<file path="src/rtl/motor_ramp_driver_if.sv">
// Command/status bundle for motor_ramp_driver.
//   mode       drive mode from the line tracker (3 bits)
//   stop       obstacle stop, level-sensitive, overrides mode
//   pwm_*      per-wheel PWM enable
//   dir_*      per-wheel H-bridge direction (10 fwd, 01 rev, 00 coast)
//   duty_*     per-wheel currently applied duty
//   settled    both wheels at target with no drain in progress
// master: the controller side driving mode/stop. slave: the driver.
interface motor_ramp_driver_if #(
   parameter int CNT_W = 10
);
   logic [2:0]       mode;
   logic             stop;
   logic             pwm_left;
   logic             pwm_right;
   logic [1:0]       dir_left;
   logic [1:0]       dir_right;
   logic [CNT_W-1:0] duty_left;
   logic [CNT_W-1:0] duty_right;
   logic             settled;

   modport master (
      output mode, stop,
      input  pwm_left, pwm_right, dir_left, dir_right,
      input  duty_left, duty_right, settled
   );

   modport slave (
      input  mode, stop,
      output pwm_left, pwm_right, dir_left, dir_right,
      output duty_left, duty_right, settled
   );
endinterface

</file>
<file path="src/rtl/motor_ramp_driver.sv">
// Two-wheel motor driver with ramped duty and safe reversal.
// Decodes the registered drive mode into per-wheel direction/duty targets,
// ramps each wheel's duty by STEP every RAMP_DIV cycles, drains a wheel to
// zero before flipping its direction, and produces glitch-free PWM.
// Ports:
//   clk  system clock
//   rst  asynchronous active-high reset
//   bus  motor_ramp_driver_if.slave (mode/stop in; pwm/dir/duty/settled out)

// Per-wheel ramp FSM: IDLE -> RUN, RUN <-> DRAIN on direction reversal.
module mrd_wheel #(
   parameter int CNT_W = 10,
   parameter int STEP  = 16
) (
   input  logic             clk,
   input  logic             rst,
   input  logic             tick_i,     // ramp tick
   input  logic             stop_i,     // registered stop
   input  logic [1:0]       req_dir_i,  // 00 = hold (no request)
   input  logic [CNT_W-1:0] tgt_i,
   output logic [CNT_W-1:0] duty_o,
   output logic [1:0]       dir_o,
   output logic             drain_o
);
   localparam logic [1:0] S_IDLE  = 2'd0;
   localparam logic [1:0] S_RUN   = 2'd1;
   localparam logic [1:0] S_DRAIN = 2'd2;

   localparam logic [CNT_W:0] STEP_E = (CNT_W+1)'(STEP);

   logic [1:0]       state_q, state_d;
   logic [CNT_W-1:0] duty_q, duty_d;
   logic [1:0]       dir_q, dir_d;

   // One STEP toward tgt, clamped; the extra bit keeps both the up-sum and
   // the down-difference from wrapping.
   function automatic logic [CNT_W-1:0] step_toward(
      input logic [CNT_W-1:0] cur,
      input logic [CNT_W-1:0] tgt
   );
      logic [CNT_W:0] c, t, up, dn;
      c  = {1'b0, cur};
      t  = {1'b0, tgt};
      up = c + STEP_E;
      dn = c - STEP_E;
      if (c < t)
         step_toward = (up >= t) ? tgt : up[CNT_W-1:0];
      else if (c >= t + STEP_E)
         step_toward = dn[CNT_W-1:0];
      else
         step_toward = tgt;
   endfunction

   always_comb begin
      state_d = state_q;
      duty_d  = duty_q;
      dir_d   = dir_q;
      if (stop_i) begin
         state_d = S_IDLE;
         duty_d  = '0;
         dir_d   = 2'b00;
      end else begin
         case (state_q)
            S_IDLE: begin
               duty_d = '0;
               dir_d  = 2'b00;
               if (tgt_i != '0) begin
                  dir_d   = req_dir_i;
                  state_d = S_RUN;
               end
            end
            S_RUN: begin
               if (req_dir_i != 2'b00 && req_dir_i != dir_q)
                  state_d = S_DRAIN;
               else if (duty_q == '0 && tgt_i == '0) begin
                  state_d = S_IDLE;
                  dir_d   = 2'b00;
               end else if (tick_i)
                  duty_d = step_toward(duty_q, tgt_i);
            end
            S_DRAIN: begin
               // Only two real directions exist, so the direction to take at
               // exit is always the swap of the current one.
               if (req_dir_i == dir_q)
                  state_d = S_RUN;
               else if (duty_q == '0) begin
                  dir_d   = {dir_q[0], dir_q[1]};
                  state_d = S_RUN;
               end else if (tick_i)
                  duty_d = step_toward(duty_q, '0);
            end
            default: begin
               state_d = S_IDLE;
               duty_d  = '0;
               dir_d   = 2'b00;
            end
         endcase
      end
   end

   always_ff @(posedge clk or posedge rst) begin
      if (rst) begin
         state_q <= S_IDLE;
         duty_q  <= '0;
         dir_q   <= 2'b00;
      end else begin
         state_q <= state_d;
         duty_q  <= duty_d;
         dir_q   <= dir_d;
      end
   end

   assign duty_o  = duty_q;
   assign dir_o   = dir_q;
   assign drain_o = (state_q == S_DRAIN);
endmodule

module motor_ramp_driver #(
   parameter int CNT_W         = 10,
   parameter int RAMP_DIV      = 50000,
   parameter int STEP          = 16,
   parameter int DUTY_STRAIGHT = 900,
   parameter int DUTY_TURN     = 700,
   parameter int DUTY_SHARP    = 600
) (
   input logic                clk,
   input logic                rst,
   motor_ramp_driver_if.slave bus
);
   localparam int NW    = 2;  // lane 0 = left, lane 1 = right
   localparam int PRE_W = (RAMP_DIV > 1) ? $clog2(RAMP_DIV) : 1;
   localparam logic [PRE_W-1:0] PRE_MAX = PRE_W'(RAMP_DIV - 1);

   localparam logic [CNT_W-1:0] D_STR = CNT_W'(DUTY_STRAIGHT);
   localparam logic [CNT_W-1:0] D_TRN = CNT_W'(DUTY_TURN);
   localparam logic [CNT_W-1:0] D_SHP = CNT_W'(DUTY_SHARP);
   localparam logic [1:0]       FWD   = 2'b10;
   localparam logic [1:0]       REV   = 2'b01;

   logic [2:0]                  mode_q;
   logic                        stop_q;
   logic [PRE_W-1:0]            pre_q;
   logic                        ramp_tick;
   logic [NW-1:0][1:0]          req_dir;
   logic [NW-1:0][CNT_W-1:0]    tgt;
   logic [NW-1:0][CNT_W-1:0]    duty;
   logic [NW-1:0][1:0]          dir;
   logic [NW-1:0]               drain;
   logic [CNT_W-1:0]            cnt_q;
   logic [NW-1:0][CNT_W-1:0]    applied_q;
   logic [NW-1:0]               pwm_q;

   // Inputs registered once. mode resets to stop_state so that targets are
   // zero out of reset and settled reads 1.
   always_ff @(posedge clk or posedge rst) begin
      if (rst) begin
         mode_q <= 3'b011;
         stop_q <= 1'b0;
      end else begin
         mode_q <= bus.mode;
         stop_q <= bus.stop;
      end
   end

   // Free-running ramp prescaler, independent of mode changes.
   assign ramp_tick = (pre_q == PRE_MAX);

   always_ff @(posedge clk or posedge rst) begin
      if (rst)            pre_q <= '0;
      else if (ramp_tick) pre_q <= '0;
      else                pre_q <= pre_q + 1'b1;
   end

   // Target table; hold (00) with duty 0 means "ramp down, keep direction".
   always_comb begin
      req_dir = '0;
      tgt     = '0;
      if (!stop_q) begin
         case (mode_q)
            3'b000: begin req_dir[1] = FWD; tgt[1] = D_TRN; end
            3'b001: begin req_dir[0] = FWD; tgt[0] = D_TRN; end
            3'b010: begin
               req_dir[0] = FWD; tgt[0] = D_STR;
               req_dir[1] = FWD; tgt[1] = D_STR;
            end
            3'b100: begin
               req_dir[0] = REV; tgt[0] = D_SHP;
               req_dir[1] = FWD; tgt[1] = D_SHP;
            end
            3'b101: begin
               req_dir[0] = FWD; tgt[0] = D_SHP;
               req_dir[1] = REV; tgt[1] = D_SHP;
            end
            default: ;
         endcase
      end
   end

   for (genvar w = 0; w < NW; w++) begin : g_wheel
      mrd_wheel #(.CNT_W(CNT_W), .STEP(STEP)) u_wheel (
         .clk       (clk),
         .rst       (rst),
         .tick_i    (ramp_tick),
         .stop_i    (stop_q),
         .req_dir_i (req_dir[w]),
         .tgt_i     (tgt[w]),
         .duty_o    (duty[w]),
         .dir_o     (dir[w]),
         .drain_o   (drain[w])
      );
   end

   // PWM: applied duty only reloads at end of period so a period never
   // mixes two duties; stop clears it at once.
   always_ff @(posedge clk or posedge rst) begin
      if (rst) begin
         cnt_q     <= '0;
         applied_q <= '0;
         pwm_q     <= '0;
      end else begin
         cnt_q <= cnt_q + 1'b1;
         if (stop_q) begin
            applied_q <= '0;
            pwm_q     <= '0;
         end else begin
            if (cnt_q == '1) applied_q <= duty;
            for (int w = 0; w < NW; w++) pwm_q[w] <= (cnt_q < applied_q[w]);
         end
      end
   end

   assign bus.pwm_left   = pwm_q[0];
   assign bus.pwm_right  = pwm_q[1];
   assign bus.dir_left   = dir[0];
   assign bus.dir_right  = dir[1];
   assign bus.duty_left  = duty[0];
   assign bus.duty_right = duty[1];
   assign bus.settled    = ~|drain && (duty == tgt);
endmodule

</file>
<file path="src/flat_wrapper.sv">
// flat-port wrapper written by rule: the top's interface ports become plain ports
module motor_ramp_driver_flat 
#(
   parameter int CNT_W         = 10,
   parameter int RAMP_DIV      = 50000,
   parameter int STEP          = 16,
   parameter int DUTY_STRAIGHT = 900,
   parameter int DUTY_TURN     = 700,
   parameter int DUTY_SHARP    = 600
)
  (clk, rst, bus_mode, bus_stop, bus_pwm_left, bus_pwm_right, bus_dir_left, bus_dir_right, bus_duty_left, bus_duty_right, bus_settled);
  motor_ramp_driver_if #(.CNT_W(CNT_W)) bus_i ();
  input logic clk;
  input logic rst;
  input wire logic [$bits(bus_i.mode)-1:0] bus_mode;
  input wire logic [$bits(bus_i.stop)-1:0] bus_stop;
  output wire logic [$bits(bus_i.pwm_left)-1:0] bus_pwm_left;
  output wire logic [$bits(bus_i.pwm_right)-1:0] bus_pwm_right;
  output wire logic [$bits(bus_i.dir_left)-1:0] bus_dir_left;
  output wire logic [$bits(bus_i.dir_right)-1:0] bus_dir_right;
  output wire logic [$bits(bus_i.duty_left)-1:0] bus_duty_left;
  output wire logic [$bits(bus_i.duty_right)-1:0] bus_duty_right;
  output wire logic [$bits(bus_i.settled)-1:0] bus_settled;
  assign bus_i.mode = bus_mode;
  assign bus_i.stop = bus_stop;
  assign bus_pwm_left = bus_i.pwm_left;
  assign bus_pwm_right = bus_i.pwm_right;
  assign bus_dir_left = bus_i.dir_left;
  assign bus_dir_right = bus_i.dir_right;
  assign bus_duty_left = bus_i.duty_left;
  assign bus_duty_right = bus_i.duty_right;
  assign bus_settled = bus_i.settled;
  motor_ramp_driver #(.CNT_W(CNT_W), .RAMP_DIV(RAMP_DIV), .STEP(STEP), .DUTY_STRAIGHT(DUTY_STRAIGHT), .DUTY_TURN(DUTY_TURN), .DUTY_SHARP(DUTY_SHARP)) u_core (.clk(clk), .rst(rst), .bus(bus_i));
endmodule
</file>
<file path="config.mk">
export PLATFORM = sky130hd
export DESIGN_NAME = motor_ramp_driver_flat
export DESIGN_NICKNAME = d
export VERILOG_FILES = /design/src/rtl/motor_ramp_driver_if.sv /design/src/rtl/motor_ramp_driver.sv /design/src/flat_wrapper.sv
export SDC_FILE = /design/constraint.sdc
export NUM_CORES = 1
export LEC_CHECK = 0
export CELL_PAD_IN_SITES_DETAIL_PLACEMENT = 0
export CELL_PAD_IN_SITES_GLOBAL_PLACEMENT = 1
export CORE_ASPECT_RATIO = 1.75
export CORE_MARGIN = 2
export CORE_UTILIZATION = 43
export CTS_CLUSTER_SIZE = 25
export DETAILED_ROUTE_END_ITERATION = 16
export MAX_ROUTING_LAYER = met4
export PLACE_DENSITY_LB_ADDON = 0.1
export SETUP_SLACK_MARGIN = 0.1
export SLEW_MARGIN = 20
export SYNTH_ARGS = -nofsm -noshare
export SYNTH_HDL_FRONTEND = slang
export SYNTH_SLANG_ARGS = --single-unit
</file>
<file path="constraint.sdc">
create_clock -name clk -period 3.8 [get_ports clk]
set_clock_uncertainty 0.15 [all_clocks]
set_input_delay 0.76 -clock clk [delete_from_list [all_inputs] [get_ports clk]]
set_output_delay 0.76 -clock clk [all_outputs]
set_load 0.05 [all_outputs]
</file>
==> results of run 1 <==
## cells in the final DEF (no fill, tap or decap), types with 26 or more instances in the layout
cell type / netlist / final
sky130_fd_sc_hd__nand3_1: 29 / 29
sky130_fd_sc_hd__buf_4: 4 / 34
sky130_fd_sc_hd__nor2_1: 41 / 39
sky130_fd_sc_hd__clkdlybuf4s50_1: 0 / 27
sky130_fd_sc_hd__dfrtp_1: 71 / 69
sky130_fd_sc_hd__a21oi_1: 30 / 30
sky130_fd_sc_hd__inv_1: 53 / 50
sky130_fd_sc_hd__ha_1: 82 / 81
sky130_fd_sc_hd__nand2_1: 84 / 83
sky130_fd_sc_hd__xnor2_1: 26 / 26
## synthesized netlist by cell type (all sizes together), types with 4 or more instances
cell      n  area [sq um]
nand2    84         315.3
or4       4         37.53
xnor2    26         227.7
o211ai   10         80.07
o21ai    25         132.6
ha       82          1026
o31ai     7         52.55
a211oi    6         50.05
mux2i     6         60.06
or3      11         75.07
a21oi    30         150.1
inv      53         198.9
xor2     15         131.4
and3     17         108.9
and2      5         31.28
nand3    29         145.1
dfrtp    71          1777
or2       4         25.02
a211o     4         35.03
clkbuf   18         88.83
a2111oi   4         41.29
a21o     12         90.09
nor4b     4         35.03
nand4     5         31.28
o21a     11         82.58
nor3     14         81.33
nor2b     8         50.05
buf      10         58.80
a31oi    10         62.56
nand2b    6         37.54
nor2     42         173.9
## cells by family (layout without fill, tap and decap cells)
kind of cell,after synthesis,in the layout,share of synthesized area
AO/OA/AOI/OAI,154,154,0.1791
flip-flops,73,73,0.3017
AND/OR/NAND/NOR,253,253,0.2181
multiplexers,8,8,0.01362
XOR/XNOR,41,41,0.05923
other,1,4,0.0006185
adder cells (fa/ha/maj),82,82,0.1692
buffers and inverters,83,132,0.05840
## flip-flops by register name, summed over array words and instances, names as in the netlist
register and count:
u_core.pre_q 16, u_core.pwm_q 2, u_core.g_wheel.u_wheel.dir_o 4, u_core.cnt_q 10, u_core.stop_q 1, u_core.applied_q 17, u_core.g_wheel.u_wheel.state_q 4, u_core.mode_q 3
u_core.g_wheel.u_wheel.duty_o 16
## layer usage
metal  up-vias  track usage
met1      2596       0.2947
met5         -            -
met4         0      0.07839
met3        31      0.02659
li1       2570            -
met2       117       0.4075
## per-stage QoR
stage	total power (W)	hold WS, ns	util	cells	worst slack (ns)
6_report	0.003260	0.3088	0.5120	924	0.1834
2_1_floorplan	0.001836	0.2829	-	698	0.06104
3_5_place_dp	0.002250	0.3039	0.4845	907	0.1150
4_1_cts	0.003188	0.3124	0.5076	922	0.1189
3_3_place_gp	0.002231	0.2985	0.4845	907	0.09358
5_1_grt	0.003449	0.3402	0.5120	924	0.05123
## report_power, final
| part | switching (W) | total, W | internal, W |
|---|---|---|---|
| sequential | 0.0000523 | 0.000866 | 0.000814 |
| clock | 0.000352 | 0.000927 | 0.000575 |
| combinational | 0.000859 | 0.00147 | 0.000608 |
## repair_timing
| action | in CTS | in global routing |
|---|---|---|
| setup endpoints to repair | 1 | 11 |
| resized for setup | 1 | 13 |
| pin swaps | 0 | 5 |
| hold endpoints to repair | 0 | 0 |
| hold buffers | 0 | 0 |
| buffers inserted | 0 | 2 |
## path summary, 6_finish.rpt
path	to	from
max in group asynchronous	u_core.g_wheel[0].u_wheel.duty_o[7]$_DFFE_PP0P_	rst
worst max register to register	u_core.g_wheel[0].u_wheel.duty_o[2]$_DFFE_PP0P_	u_core.mode_q[0]$_DFF_PP1_
worst min register to register	u_core.pre_q[0]$_DFF_PP0_	u_core.pre_q[0]$_DFF_PP0_
min in group asynchronous	u_core.applied_q[13]$_DFFE_PP0P_	rst
worst max-delay path	u_core.g_wheel[0].u_wheel.duty_o[2]$_DFFE_PP0P_	u_core.mode_q[0]$_DFF_PP1_
worst min-delay path	u_core.pre_q[0]$_DFF_PP0_	u_core.pre_q[0]$_DFF_PP0_
## final cells by class
class | count | area (sq um) | share of cell area
timing repair buffer | 62 | 545.5 | 0.07700
inverter | 55 | 207.7 | 0.02932
multi-input combinational | 542 | 3960 | 0.5590
clock inverter | 6 | 92.59 | 0.01307
tap | 177 | 221.5 | 0.03126
clock buffer | 9 | 225.2 | 0.03179
sequential | 73 | 1832 | 0.2586
==> results by stage, run 1 <==
Power and ir drop:
- For this design the static power due to leakage is roughly 3.2 nW.
- IR analysis of the VDD net gives a maximum drop of between 200 and 300 uV.
- For this design the ratio of total power to cell area is 460.1 nW/um^2.

Logic synthesis:
- Yosys mapped a number of flops with a built-in enable equal to 0.
- In this run the cell area of the synthesized design comes to roughly 6100 sq um.
- In the synthesized netlist the dominant register cell turns out to be sky130_fd_sc_hd__dfrtp_1.
- The synthesized instance count is ~700.
- The synthesized area divided by synthesized cell count is 8.724 sq um.
- Of the synthesized area, sequential elements account for 0.3017.
- The number of warnings reported in the yosys synthesis log is 0.
- The fraction of synthesis flops using an asynchronous set or reset pin is 1.000.
- The count of different cell masters after synthesis is 83.
- The total of flip-flops plus latches after synthesis is 73.

Finish:
- The net count of the finished layout is slightly above 800.
- The number of filler cells placed in the layout is roughly 1400.
- The finished cells cover 7084 sq um.
- The signed area change from the synthesized netlist to the final layout is 16.84%.
- The repair_antennas step left the layout with diodes totalling 0.
- In the final layout, the share of cells above drive strength 1 is 0.1272.

Clock network:
- TritonCTS built the clock tree.
- The clock input transition at the sequential cells of the worst setup and hold paths is 0.06 ns.
- Clock latency on the worst-skew pair, taken at its later pin, is 0.34 ns.
- The clock drives between 70 and 80 sinks.
- The H-tree was split into 3 levels.
- The maximum clock insertion buffer count is 2.
- The number of CTS-inserted buffers is 9.
- The clock root buffer master is sky130_fd_sc_hd__clkbuf_16.

Route:
- After the first detailed-routing iteration, the DRC count stood at roughly 360.
- The met2 routed wirelength is approximately 8.7 mm.
- The total detailed-routing wirelength is 16.91 mm.
- Signal routing reaches up to met4.
- The count of antenna-violating nets left after detailed routing is 0.
- The post-detailed-route wirelength per cell is around 18 um.
- The number of search-and-repair iterations in the first detailed-routing pass is 5.
- The final route contains 5314 vias.
- The detailed-route DRC error count is 0.
- The detailed-route vias per instance is about 5.8.
- After detailed routing, the met3 layer carries 540 um of wire.
- After detailed routing, the wire length on met1 is 7.276 mm.

Timing:
- The setup TNS is 0 ns.
- The minimum clock period after layout is 3.617 ns.
- For the pin with the worst max-slew slack, the measured transition is around 0.66 ns.
- The total setup violations reported at the end of the flow is 0.
- Setup repair after global routing could not meet its margin everywhere.
- In the finished design, the share of the clock period the worst path needs comes to 0.9517.
- Derived from the worst setup path, the maximum achievable clock frequency is about 280 MHz.
- The headroom to the max-slew limit is 0.5584.
- The hold violation count in the final report came to 0.
- The number of pins with negative max-slew slack in the final report is 0.

Die:
- The die width is approximately 94 um.
- The total I/O pin count is 33.
- The row count is 57.
- The floorplan step defined a core boundary enclosing roughly 14000 sq um.
- For this configuration, the core starts out at a cell density of 0.4382.
- The die is about 160 um tall.
- The die covers 15100 sq um.

Global routing:
- The total overflow reported by the global router is 0.
- The number of antenna violations at the first check in global routing is 0.
- The global router's overall resource usage is 0.2397.
- Entering global routing, the biggest net connects 41 pins.
- The number of global-route vias before repair is 5414.
- The first global-routing pass estimated ~28 mm of wire.

Flow run:
- The tool flagged a number of max-cap violations equal to 0.

Worst setup path:
- The depth of the worst register-to-register path is 14.
- The critical path arrival is roughly 3.7 ns.
- The largest fanout of any net on the critical path is 6.
- The logic depth of the worst path, buffers included is 14.
- The critical path start-end classification is register to register.
- The critical path goes through or2b_4 -> or2_4 -> inv_2 -> ha_1 -> nand2_1 -> xnor2_1 -> ha_2 -> a2111o_1 -> nor2_1 -> o21ai_0 -> o211ai_1 -> o21bai_4 -> a221oi_4 -> mux2_4.
- The required time at the worst-slack endpoint is around 3.9 ns.
- The largest delay contributor family on the critical path is compound AO/OA/AOI/OAI gates.
- The internal reg-to-reg setup slack is about 0.18 ns.
- The largest single stage delay on the critical path is roughly 0.57 ns.
- The cell with the biggest individual delay on the critical path is sky130_fd_sc_hd__dfstp_2.
- The category of the worst setup path launch point is a register.
- The nature of the critical path endpoint is a register.
- The buffer and inverter count on the worst path is 1.

Placed design:
- The placed cell area is about 6700 sq um.
- After legalization and detailed placement, the total HPWL measured 13.03 mm.
- The routability congestion estimate from global placement is approximately 0.9.
- The count of port buffers added during placement is 28.

Min path:
- The type of the tightest min-delay check is register to register.
- Along the worst hold path, the cell count comes to 1.

Run status:
- The run finished with clean final reports.
No activity file was read; power rests on OpenSTA's default activity.
==> run 2, diff against run 1 <==
CORE_MARGIN = 10   (was 2)
==> results by stage, run 2 (synthesized netlist as in run 1, its figures left out) <==
Worst setup path:
- STA classifies the critical path startpoint as a register.
- Counting stages on the worst path, the most repeated cell is sky130_fd_sc_hd__buf_4.
- The largest delay contributor family on the critical path is compound AO/OA/AOI/OAI gates.
- The logic depth of the worst path, buffers included is 13 (-1).
- The delay of the slowest cell on the worst path is 0.54 ns (-0.03 ns).
- The largest fanout of any net on the critical path is 6 (unchanged).
- The critical path arrival came to 3.63 ns (-0.06 ns).
- The setup path with the least slack is of type register to register.
- STA classifies the critical path endpoint as a register.
- The depth of the worst register-to-register path is 13 (-1).
- The required time at the worst-slack endpoint is 3.87 ns (about the same).
- The buffer and inverter count on the worst path is 3 (+2).
- The cell with the biggest individual delay on the critical path is sky130_fd_sc_hd__dfstp_2.
- The critical path goes through buf_4 -> xnor2_1 -> or3_1 -> inv_1 -> ha_1 -> nand2b_1 -> a2111oi_2 -> o311ai_2 -> a2111oi_4 -> o21bai_4 -> buf_4 -> nor3_1 -> mux2_2.

Finish:
- The antenna diode count is 0 (unchanged).
- The library cell used most frequently in the layout, excluding fill and tap cells, is sky130_fd_sc_hd__nand2_1.
- The flip-flop count of the largest register, all copies and words added is 17 (unchanged).
- The share of cells above drive strength 1 is 0.1313 (+0.004124).
- The filler-free cell count of the finished design is 931 (+0.76%).
- The top cell types in the final layout, fill and taps aside, are sky130_fd_sc_hd__nand2_1, sky130_fd_sc_hd__ha_1, sky130_fd_sc_hd__dfrtp_1, sky130_fd_sc_hd__inv_1, sky130_fd_sc_hd__buf_4.
- The final net count was 837 (+0.72%).
- Relative to the synthesized area, the layout overhead comes to 17.54%.
- The register containing the most flip-flops in the final layout is u_core.applied_q.

Clock network:
- The maximum clock insertion buffer count is 2 (unchanged).
- The number of CTS-inserted buffers came to 9 (unchanged).
- The total number of H-tree levels is 3 (unchanged).
- The hold-fix buffer count after cts was 0 (unchanged).
- The number of clock sinks was 73 (unchanged).
- The clock insertion delay at the later pin of the skew report is 0.33 ns (about the same).
- The TritonCTS clock tree is built.
- The clock input transition at the sequential cells of the worst setup and hold paths is 0.06 ns (about the same).
- The cell sitting at the root of the clock tree is a sky130_fd_sc_hd__clkbuf_16.

Power and ir drop:
- The switching fraction of total power was 0.3845 (-0.003127).
- The cell area power density came to 458.7 nW/um^2 (-0.31%).
- The internal power component came to 0.002012 W (+0.80%).
- The part of the power in the clock network is 0.281 (-0.003).
- The proportion of power drawn by flip-flops and latches is 0.268 (+0.002).
- The leakage power of the design was 3.195 nW (+0.73%).
- The worst ir drop on vdd came to 363.3 uV (+29%).
- The fraction of power consumed by combinational cells is 0.451 (about the same).
- The power spent charging and discharging nets is 0.001257 W (-0.52%).

Timing:
- The setup TNS was 0 ns (unchanged).
- The total setup violations reported at the end of the flow is 0 (unchanged).
- The number of pins with negative max-slew slack in the final report came to 0 (unchanged).
- The headroom to the max-slew limit came to 0.5564 (-0.001977).
- The hold violation count in the final report is 0 (unchanged).
- The worst-margin pin slew is 0.6593 ns (-0.003114 ns).
- The share of the clock period used by the worst path after layout is 0.9386 (-0.01310).
- The fmax came to 280.4 MHz (+1.4%).
- The minimum clock period after layout was 3.567 ns (-0.04977 ns).
- Setup repair after global routing could not meet its margin everywhere.

Die:
- The area of the die is 19440 sq um (+29%).
- The row count is 57 (unchanged).
- The placeable core region is 13840 sq um (unchanged).
- The die width was 109.8 um (+17%).
- The initial core utilization was 0.4382 (unchanged).
- The vertical extent of the die is 177.1 um (+9.9%).
- The total I/O pin count was 33 (unchanged).

Route:
- The count of antenna-violating nets left after detailed routing is 0 (unchanged).
- The post-detailed-route wirelength per cell is 18.56 um (+1.4%).
- The number of vias in the routed layout is 5278 (-0.68%).
- The total detailed-routing wirelength came to 17.28 mm (+2.2%).
- The detailed-route DRC error count is 0 (unchanged).
- The number of DRC markers in iteration 0 came to 339 (-5.6%).
- The detailed-route vias per instance was 5.669 (-1.4%).
- The number of search-and-repair iterations in the first detailed-routing pass came to 5 (unchanged).

Global routing:
- The total overflow reported by the global router is 0 (unchanged).
- The first-pass GRT wire length is 28.59 mm (+2.5%).
- The number of global-route vias before repair is 5445 (+0.57%).
- The number of antenna violations at the first check in global routing is 0 (unchanged).
- The global router's overall resource usage is 0.1903 (-0.04943).
- The pin count of the biggest net entering global routing came to 41 (unchanged).

Min path:
- The cell depth of the worst min-delay path is 1 (unchanged).
- The min-delay analysis places its worst path in the category register to register.

Placed design:
- The number of placed instances with taps included was 907 (unchanged).
- The count of port buffers added during placement is 28 (unchanged).
- The final HPWL from detailed placement was 13.50 mm (+3.7%).
- The routability congestion estimate from global placement is 0.9045 (+0.17%).

Flow run:
- The max-cap check violation count is 0 (unchanged).

Run status:
- The run finished with clean final reports.
-- run 2: timing repair --
| item | CTS | global route |
|---|---|---|
| endpoints found under the setup margin | 2 | 10 |
| endpoints found under the hold margin | 0 | 0 |
| setup buffers | 1 | 7 |
| pin swaps | 0 | 6 |
| resized for setup | 1 | 9 |
-- run 2: per-layer routing --
metal	routed length [um]	vias to the layer above	track usage
met5	0	-	-
met4	427	0	0.05991
met3	491	27	0.01896
met2	8993	105	0.3244
met1	7364	2554	0.2281
li1	-	2592	-
-- run 2: final cells by class --
cell class,count,area (sq um)
repair buffers,68,590.6
clock inverters,6,91.34
well taps,177,221.5
multi-input cells,542,3954
fillers,1368,6709
clock buffers,10,229.0
inverters,55,210.2
flip-flops and latches,73,1831
-- run 2: stage by stage --
step,total power (W),util,instance area [sq um],hold slack (ns),worst slack (ns)
after floorplan,0.001836,-,6106,0.2829,0.06104
after global placement,0.002257,0.4845,6704,0.3003,0.1220
after detailed placement,0.002273,0.4845,6704,0.3166,0.06094
after CTS,0.003205,0.5083,7033,0.3242,0.1517
after global routing,0.003473,0.5151,7127,0.3382,0.02652
final,0.003269,0.5151,7127,0.3161,0.2332
-- run 2: final timing paths --
kind,end,slack [ns],from
max,u_core.g_wheel[0].u_wheel.duty_o[2]$_DFFE_PP0P_,0.23,u_core.mode_q[0]$_DFF_PP1_
min,u_core.pre_q[0]$_DFF_PP0_,0.32,u_core.pre_q[0]$_DFF_PP0_
max reg2reg,u_core.g_wheel[0].u_wheel.duty_o[2]$_DFFE_PP0P_,0.23,u_core.mode_q[0]$_DFF_PP1_
min reg2reg,u_core.pre_q[0]$_DFF_PP0_,0.32,u_core.pre_q[0]$_DFF_PP0_
max in group asynchronous,u_core.g_wheel[1].u_wheel.duty_o[2]$_DFFE_PP0P_,2.13,rst
min in group asynchronous,u_core.g_wheel[0].u_wheel.state_q[0]$_DFFE_PP0P_,0.60,rst
-- run 2: power groups by stage --
| stage | logic (W) | registers (W) | clock network, W |
|---|---|---|---|
| finish | 0.00147 | 0.000876 | 0.000918 |
| global placement | 0.00137 | 0.000888 | 0 |
| floorplan | 0.000888 | 0.000948 | 0 |
| CTS | 0.00139 | 0.000875 | 0.000939 |
| global route | 0.00162 | 0.000882 | 0.000969 |
| detailed placement | 0.00138 | 0.000889 | 0 |
==> run 3, diff against run 2 <==
CAP_MARGIN = 20   (was not set)
RECOVER_POWER = 25   (was not set)
==> results by stage, run 3 (synthesized netlist as in run 1, its figures left out) <==
Run status:
- The flow ran to the end, and the final reports show no timing, DRC or antenna violations.

Timing:
- The number of pins with negative max-slew slack in the final report is 0 (unchanged).
- The worst-case setup margin in the final layout is 0.2315 ns (-0.001629 ns).
- The hold violation count in the final report is 0 (unchanged).
- The share of the clock period used by the worst path after layout was 0.9391 (about the same).
- Setup repair after global routing could not meet its margin everywhere.
- The total setup violations reported at the end of the flow is 0 (unchanged).
- The headroom to the max-slew limit is 0.1165 (-0.4399).
- The worst-margin pin slew is 1.325 ns (+0.6659 ns).
- The final worst hold slack is 0.3160 ns (-0.000005000 ns).
- The setup TNS is 0 ns (unchanged).
- The minimum clock period after layout was 3.568 ns (+0.001629 ns).
- The fmax is 280.2 MHz (about the same).

Die:
- The placeable core region is 13840 sq um (unchanged).
- The initial core utilization is 0.4382 (unchanged).
- The row count was 57 (unchanged).
- The vertical extent of the die is 177.1 um (unchanged).
- The die width is 109.8 um (unchanged).
- The total I/O pin count is 33 (unchanged).
- The area of the die is 19440 sq um (unchanged).

Route:
- The number of search-and-repair iterations in the first detailed-routing pass is 4 (-1).
- The detailed-route DRC error count came to 0 (unchanged).
- The detailed-route vias per instance came to 5.673 (about the same).
- The number of DRC markers in iteration 0 is 339 (unchanged).
- The number of vias in the routed layout is 5282 (+0.076%).
- The post-detailed-route wirelength per cell is 18.56 um (about the same).
- The count of antenna-violating nets left after detailed routing is 0 (unchanged).
- The total detailed-routing wirelength was 17.28 mm (about the same).

Clock network:
- The hold-fix buffer count after cts is 0 (unchanged).
- The clock input transition at the sequential cells of the worst setup and hold paths is 0.06 ns (about the same).
- The total number of H-tree levels was 3 (unchanged).
- The maximum clock insertion buffer count is 2 (unchanged).
- The number of clock sinks is 73 (unchanged).
- TritonCTS built the clock tree.
- The clock insertion delay at the later pin of the skew report was 0.33 ns (about the same).
- The root buffer cell chosen for the clock tree is sky130_fd_sc_hd__clkbuf_16.
- The number of CTS-inserted buffers is 9 (unchanged).

Worst setup path:
- The buffer and inverter count on the worst path came to 3 (unchanged).
- The startpoint of the worst-slack reg-to-reg timing path is u_core.mode_q[0]$_DFF_PP1_.
- The signal on the critical path passes through buf_4 -> xnor2_1 -> or3_1 -> inv_1 -> ha_1 -> nand2b_1 -> a2111oi_2 -> o311ai_2 -> a2111oi_4 -> o21bai_4 -> buf_4 -> nor3_1 -> mux2_2.
- The critical path arrival was 3.63 ns (about the same).
- The most common cell type on the critical path is sky130_fd_sc_hd__buf_4.
- The critical path start-end classification is register to register.
- The kind of cell with the highest combined delay along the critical path is compound AO/OA/AOI/OAI gates.
- The startpoint of the worst setup timing path is u_core.mode_q[0]$_DFF_PP1_.
- The worst setup path is captured at a register.
- The slowest stage of the critical path belongs to the cell sky130_fd_sc_hd__dfstp_2.
- The largest fanout of any net on the critical path is 6 (unchanged).
- The category of the worst setup path launch point is a register.
- The required time at the worst-slack endpoint is 3.87 ns (about the same).
- The delay of the slowest cell on the worst path is 0.54 ns (about the same).

Global routing:
- The number of global-route vias before repair is 5445 (unchanged).
- The number of antenna violations at the first check in global routing is 0 (unchanged).
- The first-pass GRT wire length is 28.59 mm (unchanged).
- The total overflow reported by the global router is 0 (unchanged).
- The pin count of the biggest net entering global routing was 41 (unchanged).
- The global router's overall resource usage is 0.1903 (unchanged).

Finish:
- The flip-flop count of the largest register, all copies and words added was 17 (unchanged).
- The share of cells above drive strength 1 is 0.1286 (-0.002653).
- The signed area change from the synthesized netlist to the final layout is 17.48% (about the same).
- The final net count is 837 (unchanged).
- The fraction of the core area covered by cells at the end of the flow is 0.5148 (about the same).
- The footprint of the multi-input gates is 3954 sq um (unchanged).
- The library cell used most frequently in the layout, excluding fill and tap cells, is sky130_fd_sc_hd__nand2_1.
- The number of filler cells placed in the layout is 1370 (+0.15%).
- The register containing the most flip-flops in the final layout is u_core.applied_q.
- The antenna diode count is 0 (unchanged).
- The area used by sequential logic in the layout came to 1831 sq um (unchanged).
- The library cells used most frequently in the layout, excluding fill and tap cells, are sky130_fd_sc_hd__nand2_1, sky130_fd_sc_hd__ha_1, sky130_fd_sc_hd__dfrtp_1, sky130_fd_sc_hd__inv_1.

Power and ir drop:
- The total power of the final layout is 0.003269 W (about the same).
- The worst ir drop on vdd is 363.7 uV (+0.12%).
- The cell area power density is 458.9 nW/um^2 (about the same).
- The leakage power of the design is 3.194 nW (about the same).

Placed design:
- The minimum setup slack after placement is 0.06094 ns (unchanged).
- The count of port buffers added during placement came to 28 (unchanged).
- The routability congestion estimate from global placement is 0.9045 (unchanged).
- The final HPWL from detailed placement is 13.50 mm (unchanged).

Min path:
- The path class of the tightest hold or removal check is register to register.
- The worst hold path begins at u_core.pre_q[0]$_DFF_PP0_.

Flow run:
- The max-cap check violation count is 0 (unchanged).
==> run 3: final cells by class <==
cell class / count / area share
clock buffer: 10 / 0.03214
clock inverter: 6 / 0.01282
tap: 177 / 0.03109
multi-input combinational: 542 / 0.5551
inverter: 55 / 0.02951
sequential: 73 / 0.2570
timing repair buffer: 68 / 0.08238
==> run 3: worst paths after layout <==
check	slack [ns]	end	cells after the start
worst max-delay path	0.23	u_core.g_wheel[0].u_wheel.duty_o[2]$_DFFE_PP0P_	13
worst min-delay path	0.32	u_core.pre_q[0]$_DFF_PP0_	1
worst max register to register	0.23	u_core.g_wheel[0].u_wheel.duty_o[2]$_DFFE_PP0P_	13
worst min register to register	0.32	u_core.pre_q[0]$_DFF_PP0_	1
max in group asynchronous	0.95	u_core.applied_q[6]$_DFFE_PP0P_	3
min in group asynchronous	0.87	u_core.g_wheel[0].u_wheel.state_q[0]$_DFFE_PP0P_	2
==> run 3: per-stage QoR <==
step,cell area (sq um),instances
finish,7123,931
global route,7123,931
CTS,7033,924
detailed placement,6704,907
global placement,6704,907
floorplan,6106,698
==> run 3: per-layer routing <==
metal  vias to the layer above  wire length (um)  GRT usage
met4                         0               427    0.05991
li1                       2591                 -          -
met3                        27               506    0.01896
met2                       106              9008     0.3244
met1                      2558              7336     0.2281
met5                         -                 0          -
==> run 3: timing repair <==
item                       CTS  global route
resized for setup            1             9
setup endpoints to repair    2            10
pin swaps                    0             6
buffers inserted             1             7
==> run 3: power breakdown <==
| part | total, W | internal (W) | leakage, nW | switching (W) |
|---|---|---|---|---|
| registers | 0.000876 | 0.000814 | 0.972 | 0.0000627 |
| logic | 0.00147 | 0.000620 | 2.08 | 0.000855 |
| clock network | 0.000918 | 0.000577 | 0.145 | 0.000341 |
